File: config.mk
export PLATFORM = sky130hd
export DESIGN_NAME = branch_resolve_unit
export DESIGN_NICKNAME = d
export VERILOG_FILES = /design/src/rtl/branch_resolve_unit.sv
export SDC_FILE = /design/constraint.sdc
export NUM_CORES = 1
export LEC_CHECK = 0
export BUFFER_PORTS_ARGS = -buffer_cell sky130_fd_sc_hd__buf_4
export CORE_AREA = 2 2 182 184
export CTS_BUF_LIST = sky130_fd_sc_hd__clkbuf_16
export DETAILED_ROUTE_END_ITERATION = 10
export DIE_AREA = 0 0 184 186
export GPL_TIMING_DRIVEN = 0
export SLEW_MARGIN = 20
export SYNTH_ARGS = -nofsm -noshare
export SYNTH_HDL_FRONTEND = slang
export SYNTH_SLANG_ARGS = --single-unit
File: constraint.sdc
create_clock -name clk_in -period 6.44 [get_ports clk_in]
set_clock_uncertainty 0.1 [all_clocks]
set_input_delay 0.644 -clock clk_in [delete_from_list [all_inputs] [get_ports clk_in]]
set_output_delay 0.644 -clock clk_in [all_outputs]
set_load 0.01 [all_outputs]
File: src/rtl/branch_resolve_unit.sv
// Execute-stage branch/jump resolver with a 2-bit saturating direction predictor.
// Resolves RV64 conditional branches and JAL/JALR targets, issues a one-cycle
// registered redirect on mispredict and holds a flush window afterwards.
// Optional build macro: BRANCH_RESOLVE_STATS_EN enables the saturating
// branch/mispredict statistics counters; otherwise both stat ports read zero.
module branch_resolve_unit #(
   parameter int XLEN         = 64,
   parameter int BHT_ENTRIES  = 16,
   parameter int FLUSH_CYCLES = 2
) (
   input  logic            clk_in,
   input  logic            reset_in,
   input  logic [XLEN-1:0] fetch_pc_in,
   output logic            predict_taken_out,
   input  logic            valid_in,
   input  logic [XLEN-1:0] pc_in,
   input  logic [XLEN-1:0] rs1_value_in,
   input  logic [XLEN-1:0] rs2_value_in,
   input  logic [XLEN-1:0] imm_value_in,
   input  logic [2:0]      funct3_in,
   input  logic            branch_signal_in,
   input  logic            jump_signal_in,
   input  logic            pc_src_signal_in,
   input  logic            pred_taken_in,
   output logic            redirect_valid_out,
   output logic [XLEN-1:0] redirect_pc_out,
   output logic            flush_busy_out,
   output logic [31:0]     branch_count_out,
   output logic [31:0]     mispredict_count_out
);

   localparam int IDX = $clog2(BHT_ENTRIES);
   localparam int CW  = $clog2(FLUSH_CYCLES + 1);
   localparam logic [CW-1:0] FLUSH_LOAD = CW'(FLUSH_CYCLES);

   logic [1:0]      bht [BHT_ENTRIES];
   logic [CW-1:0]   flush_cnt;
   logic [IDX-1:0]  fetch_idx;
   logic [IDX-1:0]  upd_idx;

   logic            cond;
   logic            f3_ok;
   logic            taken;
   logic            mispredict;
   logic            accept;
   logic            do_redirect;
   logic            bht_upd;
   logic [XLEN-1:0] base;
   logic [XLEN-1:0] sum;
   logic [XLEN-1:0] target;
   logic [XLEN-1:0] fall_through;

   // Only the index bits of the fetch PC take part in the lookup.
   logic unused_fetch_bits;
   assign unused_fetch_bits = ^{fetch_pc_in[XLEN-1:IDX+2], fetch_pc_in[1:0]};

   assign fetch_idx         = fetch_pc_in[IDX+1:2];
   assign upd_idx           = pc_in[IDX+1:2];
   assign predict_taken_out = bht[fetch_idx][1];
   assign flush_busy_out    = (flush_cnt != '0);

   // Branch condition decode; 010/011 are not branches and never train the BHT.
   always_comb begin
      cond  = 1'b0;
      f3_ok = 1'b1;
      case (funct3_in)
         3'b000:  cond = (rs1_value_in == rs2_value_in);
         3'b001:  cond = (rs1_value_in != rs2_value_in);
         3'b100:  cond = ($signed(rs1_value_in) <  $signed(rs2_value_in));
         3'b101:  cond = ($signed(rs1_value_in) >= $signed(rs2_value_in));
         3'b110:  cond = (rs1_value_in <  rs2_value_in);
         3'b111:  cond = (rs1_value_in >= rs2_value_in);
         default: begin
            cond  = 1'b0;
            f3_ok = 1'b0;
         end
      endcase
   end

   // Target, direction and mispredict resolution; JALR clears bit 0 and always redirects.
   always_comb begin
      base         = pc_src_signal_in ? rs1_value_in : pc_in;
      sum          = base + imm_value_in;
      target       = {sum[XLEN-1:1], sum[0] & ~pc_src_signal_in};
      fall_through = pc_in + XLEN'(4);
      taken        = jump_signal_in | (branch_signal_in & cond);
      mispredict   = (taken != pred_taken_in) | (jump_signal_in & pc_src_signal_in);
      accept       = valid_in & ~flush_busy_out & (branch_signal_in | jump_signal_in);
      do_redirect  = accept & mispredict;
      bht_upd      = accept & branch_signal_in & ~jump_signal_in & f3_ok;
   end

   // Redirect pulse, corrected PC and flush window counter.
   always_ff @(posedge clk_in) begin
      if (reset_in) begin
         redirect_valid_out <= 1'b0;
         redirect_pc_out    <= '0;
         flush_cnt          <= '0;
      end else begin
         redirect_valid_out <= do_redirect;
         if (do_redirect) begin
            redirect_pc_out <= taken ? target : fall_through;
            flush_cnt       <= FLUSH_LOAD;
         end else if (flush_cnt != '0) begin
            flush_cnt <= flush_cnt - 1'b1;
         end
      end
   end

   // Saturating 2-bit predictor training; reset leaves every entry weakly not-taken.
   always_ff @(posedge clk_in) begin
      if (reset_in) begin
         for (int i = 0; i < BHT_ENTRIES; i++) begin
            bht[i] <= 2'b01;
         end
      end else if (bht_upd) begin
         if (taken) begin
            if (bht[upd_idx] != 2'b11) bht[upd_idx] <= bht[upd_idx] + 2'b01;
         end else begin
            if (bht[upd_idx] != 2'b00) bht[upd_idx] <= bht[upd_idx] - 2'b01;
         end
      end
   end

`ifdef BRANCH_RESOLVE_STATS_EN
   logic [31:0] branch_cnt;
   logic [31:0] mispred_cnt;

   assign branch_count_out     = branch_cnt;
   assign mispredict_count_out = mispred_cnt;

   // Saturating statistics: trained branches and issued redirects.
   always_ff @(posedge clk_in) begin
      if (reset_in) begin
         branch_cnt  <= '0;
         mispred_cnt <= '0;
      end else begin
         if (bht_upd && branch_cnt != 32'hFFFF_FFFF) branch_cnt <= branch_cnt + 32'd1;
         if (do_redirect && mispred_cnt != 32'hFFFF_FFFF) mispred_cnt <= mispred_cnt + 32'd1;
      end
   end
`else
   assign branch_count_out     = 32'd0;
   assign mispredict_count_out = 32'd0;
`endif

endmodule

==> run metrics, run 1 <==
Synth Area in Compound Gates a little under a quarter; Final min period about 6.0 ns; Simple-Gate Fraction of Synth Area between 15 and 20%; fin util between 40% and 50%; max-cap violations 0; critical path arrival between 6 and 7 ns; Boundary Pins between 400 and 500; Post-synth top flop dfxtp_1; gr ovfl total 0; vias in the first global route 12.2k; dpl ws -0.0802 ns; CP max stage delay between 0.6 and 0.7 ns; post-route ant nets 0; largest family of logic cells by synthesized area compound AO/OA/AOI/OAI gates; Cell variety after synth 75; Die ar. ~34000 um^2; Setup WS post-layout between 0.4 and 0.5 ns; TritonCTS Buffers 9; via count ~12k; Worst setup SP type primary input; DP HPWL around 38000 um; HP Start flush_cnt[0]$_SDFFE_PP0P_; placed instance area ~16000 um^2; area of the multi-input gates 9030 um^2; Critical R2R Launch bht[12][1]$_SDFFCE_PN0P_; # rows 66; FILL cells ~3.2k; met2 usage 43.9%; chip width 184 um; ordered list of cells on the worst path clkbuf_2 > clkbuf_1 > buf_1 > mux2_2 > ha_1 > clkbuf_1 > a21oi_1 > o21ai_0 > a31oi_1 > o21ai_0 > a311oi_1 > nand3_1 > a211oi_1 > nor3b_1 > a2111oi_0 > xnor2_1 > o21ai_0 > a22o_1; Max FO, Critical Path 10; CTS tree done; mux cell area share after synthesis ~9%; crit path kind in2reg; die height around 190 um; RePlAce Congestion 0.905; IO buf count around 330; area of the core around 32000 um^2; status complete, no violations; Fin. Hold Viols 0; most common cell after layout, fill and taps aside buf_4; Seq. cell area roughly 2300 um^2; H-tree Lvls 3; count of final setup violators 0; clk sinks 99; Slew Limit Headroom 25.9%; crit path launch pc_src_signal_in; pwr dens approximately 160 nW/um^2; Period Utilization, post-route slightly above 90%; Post-Route WL between 40000 and 50000 um; most frequent cells in the layout 398 x buf_4, 131 x ha_1, 122 x nand2_1, 120 x a21oi_1, 94 x nor2_1; maximum vdd drop between 0.1 and 0.15 mV; first-pass GRT wire length between 60000 and 70000 um; largest net degree at the start of global routing 22; Area Overhead vs Synth 29.0%; unrepaired setup endpoints after global routing no; share of cells above drive strength 1 ~30%; GRT Total Usage about 26%; antenna cell count 0; crit end category flop; initial antenna violation count 0; Tot Pwr 2.51 mW; Syn Area/Cell approximately 8.3 um^2; #FFs+latches synth 99; nets@finish roughly 2.4k; Root Driver clkbuf_16; largest delay contributor family on the critical path compound AO/OA/AOI/OAI gates; synth warn 0; initial core utilization a little under two fifths; worst hold path type reg2reg; Post-CTS Repair Setup Buffers 0; Post-synth ARST share 0%; WL per Instance around 20 um; GR peak layer met2; Buf/Inv on CP 4; initial drt markers about 730; Post-synth EDFFs 32; register area share after synthesis a little under a fifth; Worst-Skew Late Latency approximately 0.35 ns; design area ~16000 um^2; Mapped Area 12300 um^2; GR Util met1 33.4%; XOR/XNOR Fraction of Synth Area 8.35%; actual slew at the worst max-slew pin about 1.1 ns; Max Freq 168 MHz; drt first pass iters 5; post-synthesis adder-cell area fraction a little over an eighth; CP most frequent cell o21ai_0; Leak between 7 and 8 nW; DRC errors left 0; pins over their slew limit 0; Via density between 5 and 6; Slowest cell on crit path a211oi_1; GR Util met3 4.48%; clk buf depth 2; Syn Inst Count around 1.5k; Required @ worst endpoint about 6.6 ns; Reg clk slew, reported paths around 0.08 ns
## final cells by class
| type | count | share of cell area [%] |
|---|---|---|
| clock buffer | 9 | 1.42 |
| tap | 408 | 3.22 |
| inverter | 93 | 2.28 |
| sequential | 99 | 14.5 |
| timing repair buffer | 333 | 15.8 |
| clock inverter | 7 | 0.514 |
| buffer | 132 | 5.20 |
| multi-input combinational | 1224 | 57.0 |
## power by group
group	switching [mW]	internal [mW]
Clock	0.304	0.280
Sequential	0.0305	0.685
Combinational	0.662	0.549
## logic make-up (layout without fill, tap and decap cells)
kind of cell,count (synthesis),count (layout)
xor gates and xnor gates,117,117
buffers and inverters,225,574
adders and majority gates,132,132
DFF,99,99
muxes,84,84
other,1,64
and+or+nand+nor,426,426
AOI/OAI and AO/OA,401,401
## final timing paths
path,endpoint,slack [ns],cells after the start
hold reg to reg,flush_cnt[0]$_SDFFE_PP0P_,0.36,1
setup reg to reg,bht[2][1]$_SDFFCE_PN0P_,3.37,8
setup / recovery,redirect_pc_out[63]$_SDFFE_PP0P_,0.49,18
hold / removal,flush_cnt[0]$_SDFFE_PP0P_,0.36,1
## Yosys cell counts, types with 5 or more instances
| cell type | number | area, um^2 |
|---|---|---|
| buf_2 | 15 | 75.1 |
| clkbuf_1 | 40 | 150 |
| nor3_1 | 5 | 25.0 |
| nor4_1 | 7 | 43.8 |
| o211ai_1 | 10 | 75.1 |
| xor2_1 | 44 | 385 |
| a31o_2 | 15 | 131 |
| a221o_1 | 5 | 50.1 |
| nand2b_1 | 9 | 56.3 |
| edfxtp_1 | 32 | 961 |
| o21ai_0 | 72 | 360 |
| xnor2_1 | 73 | 639 |
| mux2_2 | 60 | 676 |
| nor2b_1 | 12 | 75.1 |
| ha_1 | 131 | 1640 |
| o21bai_1 | 8 | 60.1 |
| buf_1 | 5 | 18.8 |
| a31oi_1 | 13 | 81.3 |
| dfxtp_1 | 67 | 1340 |
| a21oi_1 | 120 | 601 |
| mux2i_1 | 9 | 90.1 |
| nor2_1 | 94 | 353 |
| and4_1 | 20 | 175 |
| nand4_1 | 28 | 175 |
| nand2_1 | 122 | 458 |
| nand3_1 | 64 | 320 |
| a21o_1 | 40 | 300 |
| a211oi_1 | 8 | 60.1 |
| mux4_2 | 15 | 338 |
| and2_1 | 13 | 81.3 |
| inv_1 | 92 | 345 |
| o2bb2ai_2 | 29 | 435 |
| o31ai_1 | 6 | 45.0 |
| and3_1 | 25 | 156 |
| buf_4 | 65 | 488 |
| o21a_1 | 6 | 45.0 |
| nor3b_1 | 5 | 37.5 |
| a22o_1 | 30 | 263 |
## per-layer routing
metal | up-vias | wire (um) | part of all wire, %
li1 | 6116 | - | -
met1 | 5850 | 20000 | 44
met2 | 447 | 21400 | 47
met3 | 68 | 2860 | 6.2
met4 | 0 | 1550 | 3.4
met5 | - | 0 | 0
## metrics by stage
stage / hold WS, ns / TNS, ns / std cells
2_1_floorplan: 0.322 / 0 / 1548
3_3_place_gp: 0.335 / -0.127 / 2289
3_5_place_dp: 0.349 / -0.123 / 2289
4_1_cts: 0.366 / 0 / 2305
5_1_grt: 0.377 / 0 / 2305
6_report: 0.357 / 0 / 2305
## what timing repair did
action / CTS / global route
hold buffers: 0 / 0
gates resized for setup: 0 / 2
endpoints found under the setup margin: 0 / 2
## flip-flops by register name, indices dropped and copies added (netlist names)
signal,cells
bht,32
flush_cnt,2
redirect_pc_out,64
redirect_valid_out,1
No activity file was read; power rests on OpenSTA's default activity.
==> run 2, diff against run 1 <==
--- a/config.mk
+++ b/config.mk
@@ -5,12 +5,17 @@
 export SDC_FILE = /design/constraint.sdc
 export NUM_CORES = 1
 export LEC_CHECK = 0
+export ABC_AREA = 1
 export BUFFER_PORTS_ARGS = -buffer_cell sky130_fd_sc_hd__buf_4
-export CORE_AREA = 2 2 182 184
+export CELL_PAD_IN_SITES_DETAIL_PLACEMENT = 0
+export CELL_PAD_IN_SITES_GLOBAL_PLACEMENT = 2
+export CORE_ASPECT_RATIO = 0.7
+export CORE_MARGIN = 2
+export CORE_UTILIZATION = 26
 export CTS_BUF_LIST = sky130_fd_sc_hd__clkbuf_16
 export DETAILED_ROUTE_END_ITERATION = 10
-export DIE_AREA = 0 0 184 186
 export GPL_TIMING_DRIVEN = 0
+export PLACE_DENSITY_LB_ADDON = 0.1
 export SLEW_MARGIN = 20
 export SYNTH_ARGS = -nofsm -noshare
 export SYNTH_HDL_FRONTEND = slang
==> run metrics, run 2 <==
sequential fraction of design power 26.0%; count leader, synth nand2_1; Gate power share roughly 51%; vias in the first global route approximately 16k; Post-synth EDFFs 32; die height roughly 200 um; #FFs+latches synth a little under 100; nets@finish roughly 3.1k; Synth top area share 16.7%; Period Utilization, post-route between 90% and 100%; Leak between 9 and 10 nW; Worst-Skew Late Latency 0.39 ns; max reg flops 64; top cells by area, synth nand2_1 17%, ha_1 12%, dfxtp_1 9.7%, inv_1 7.4%, edfxtp_1 7.0%; initial core utilization between 20% and 30%; crit end category flop; Post-synth ARST share 0%; Via density between 4 and 5; initial drt markers around 1.0k; Post-Route WL roughly 71000 um; Pint approximately 1.5 mW; Max Freq 163 MHz; pins over their slew limit 0; WL per Instance around 21 um; DRC errors left 0; largest delay contributor family on the critical path compound AO/OA/AOI/OAI gates; placed instance area 17400 um^2; setup TNS 0 ns; share of cells above drive strength 1 around 18%; Slew Limit Headroom 12.5%; sw frac about 45%; largest net degree at the start of global routing 20; chip width roughly 280 um; initial antenna violation count 0; pwr dens roughly 150 nW/um^2; Final min period ~6 ns; count of final setup violators 0; RR Endpoint bht[10][0]$_SDFFCE_PN1P_; via count about 16k; worst hold path type reg2reg; unrepaired setup endpoints after global routing no; CP max stage delay 1.02 ns; Synth top cells by count 614 x nand2_1, 273 x inv_1, 184 x nor2_1; Boundary Pins roughly 460; most common cell after layout, fill and taps aside nand2_1; antenna cell count 0; hold_buf cts 0; Worst setup SP type primary input; clk sinks 99; Mapped Area around 14000 um^2; Root Driver clkbuf_16; DP HPWL between 60000 and 70000 um; largest registers redirect_pc_out (64), bht (32), flush_cnt (2); Syn Area/Cell approximately 6.1 um^2; first-pass GRT wire length around 100000 um; IO buf count 333; ordered list of cells on the worst path clkbuf_1 > clkbuf_2 > clkbuf_1 > nand2_1 > nand2_1 > ha_1 > nand2_1 > o21ai_0 > a21oi_1 > o21ai_0 > a21oi_1 > o21bai_1 > nand2_1 > nand2_1 > nand2_1 > nand2_1 > nand2_1 > nand2_1 > nand3_1 > nand2_1; RePlAce Congestion approximately 0.9; most frequent cells in the layout 614 x nand2_1, 411 x buf_4, 273 x inv_1, 184 x nor2_1, 178 x nand3_1; TritonCTS Buffers 9; Switching Power between 1 and 1.5 mW; Die ar. around 55000 um^2; clock share of power between 20 and 25%; H-tree Lvls 3; CTS tree done; synth warn 0; Area Overhead vs Synth 28.3%; Critical R2R Launch bht[6][0]$_SDFFCE_PN1P_; Max FO, Critical Path 10; Reg clk slew, reported paths 0.08 ns; Hold Path Sink flush_cnt[0]$_SDFFE_PP0P_; area of the core ~52000 um^2; Post-CTS Repair Setup Buffers 0; post-route ant nets 0; register area share after synthesis 16.7%; clk buf depth 2; Post-synth top flop dfxtp_1; status complete, no violations; gr ovfl total 0; Required @ worst endpoint about 6.7 ns; maximum vdd drop roughly 0.11 mV; Slowest cell on crit path o21ai_0; Fin. Hold Viols 0; critical path arrival approximately 6.4 ns; Yosys top cell by area nand2_1; Syn Inst Count ~2.3k; Cell variety after synth 50; Biggest register redirect_pc_out; CP most frequent cell nand2_1; r2r worst-path depth 11; drt first pass iters 5; Buf/Inv on CP 3; post-CTS resize count 0; actual slew at the worst max-slew pin 1.30 ns; hold depth 1; # rows 70; max-cap violations 0; design area ~18000 um^2; HP Start flush_cnt[0]$_SDFFE_PP0P_; crit path kind in2reg; flop-to-flop setup slack between 3 and 4 ns; GRT Total Usage about a quarter
==> run 2: worst max-delay path by stage <==
stage | from | end | slack [ns] | cells past startpoint
detailed placement | pc_src_signal_in | redirect_pc_out[43]$_SDFFE_PP0P_ | 0.20 | 20
floorplan | pc_src_signal_in | redirect_pc_out[60]$_SDFFE_PP0P_ | 2.89 | 19
finish | pc_src_signal_in | redirect_pc_out[43]$_SDFFE_PP0P_ | 0.31 | 20
global placement | pc_src_signal_in | redirect_pc_out[43]$_SDFFE_PP0P_ | -0.23 | 20
CTS | pc_src_signal_in | redirect_pc_out[43]$_SDFFE_PP0P_ | 0.60 | 20
global route | pc_src_signal_in | redirect_pc_out[43]$_SDFFE_PP0P_ | 0.25 | 20
==> run 2: kinds of logic after synthesis <==
kind of cell	count (synthesis)	share of synthesized area [%]
other	1	0.0272
AOI/OAI and AO/OA	364	14.4
DFF	99	16.7
adders and majority gates	132	12.0
xor gates and xnor gates	113	7.17
buffers and inverters	419	13.9
and+or+nand+nor	1130	35.5
muxes	4	0.290
==> run 2: power groups by stage <==
stage	clock [mW]	sequential (mW)	combinational [mW]
after global placement	0	0.722	1.38
after floorplan	0	0.727	0.780
after detailed placement	0	0.723	1.37
final	0.630	0.709	1.39
after CTS	0.645	0.708	1.38
after global routing	0.664	0.713	1.53
==> run 2: metal layers <==
layer | GRT usage, % | routed length [um] | up-vias
li1 | - | - | 8153
met3 | 4.20 | 4440 | 39
met5 | 0 | 0 | -
met2 | 38.0 | 29500 | 508
met4 | 4.16 | 917 | 0
met1 | 37.7 | 35700 | 7628
==> run 2: per-stage QoR <==
step           hold slack [ns]  util (%)  setup slack (ns)  std cells  power (mW)
2_1_floorplan            0.312         -              2.89       2325        1.51
3_3_place_gp             0.326      33.3            -0.227       3342        2.10
3_5_place_dp             0.330      33.3             0.202       3342        2.10
4_1_cts                  0.331      33.9             0.604       3358        2.73
5_1_grt                  0.340      33.9             0.251       3358        2.91
6_report                 0.341      33.9             0.312       3358        2.73
==> run 2: cell type report <==
class | instances | area (um^2)
Multi-Input combinational cell | 1807 | 9820
Clock inverter | 7 | 92.6
Clock buffer | 9 | 225
Tap cell | 684 | 856
Buffer | 137 | 860
Inverter | 282 | 1060
Timing Repair Buffer | 333 | 2500
Fill cell | 5946 | 34600
Sequential cell | 99 | 2300
==> run 2: worst register-to-register path: stages (launching register included) <==
cell and delay (ns):
edfxtp_1 0.37, o21ai_0 0.30, o22ai_1 0.15, nand2_1 0.08, nand4_1 0.36, inv_1 0.20, nor2_1 0.08, inv_1 0.07
nand2_1 0.08, a21oi_2 0.49, buf_4 0.30, nand4_1 0.12
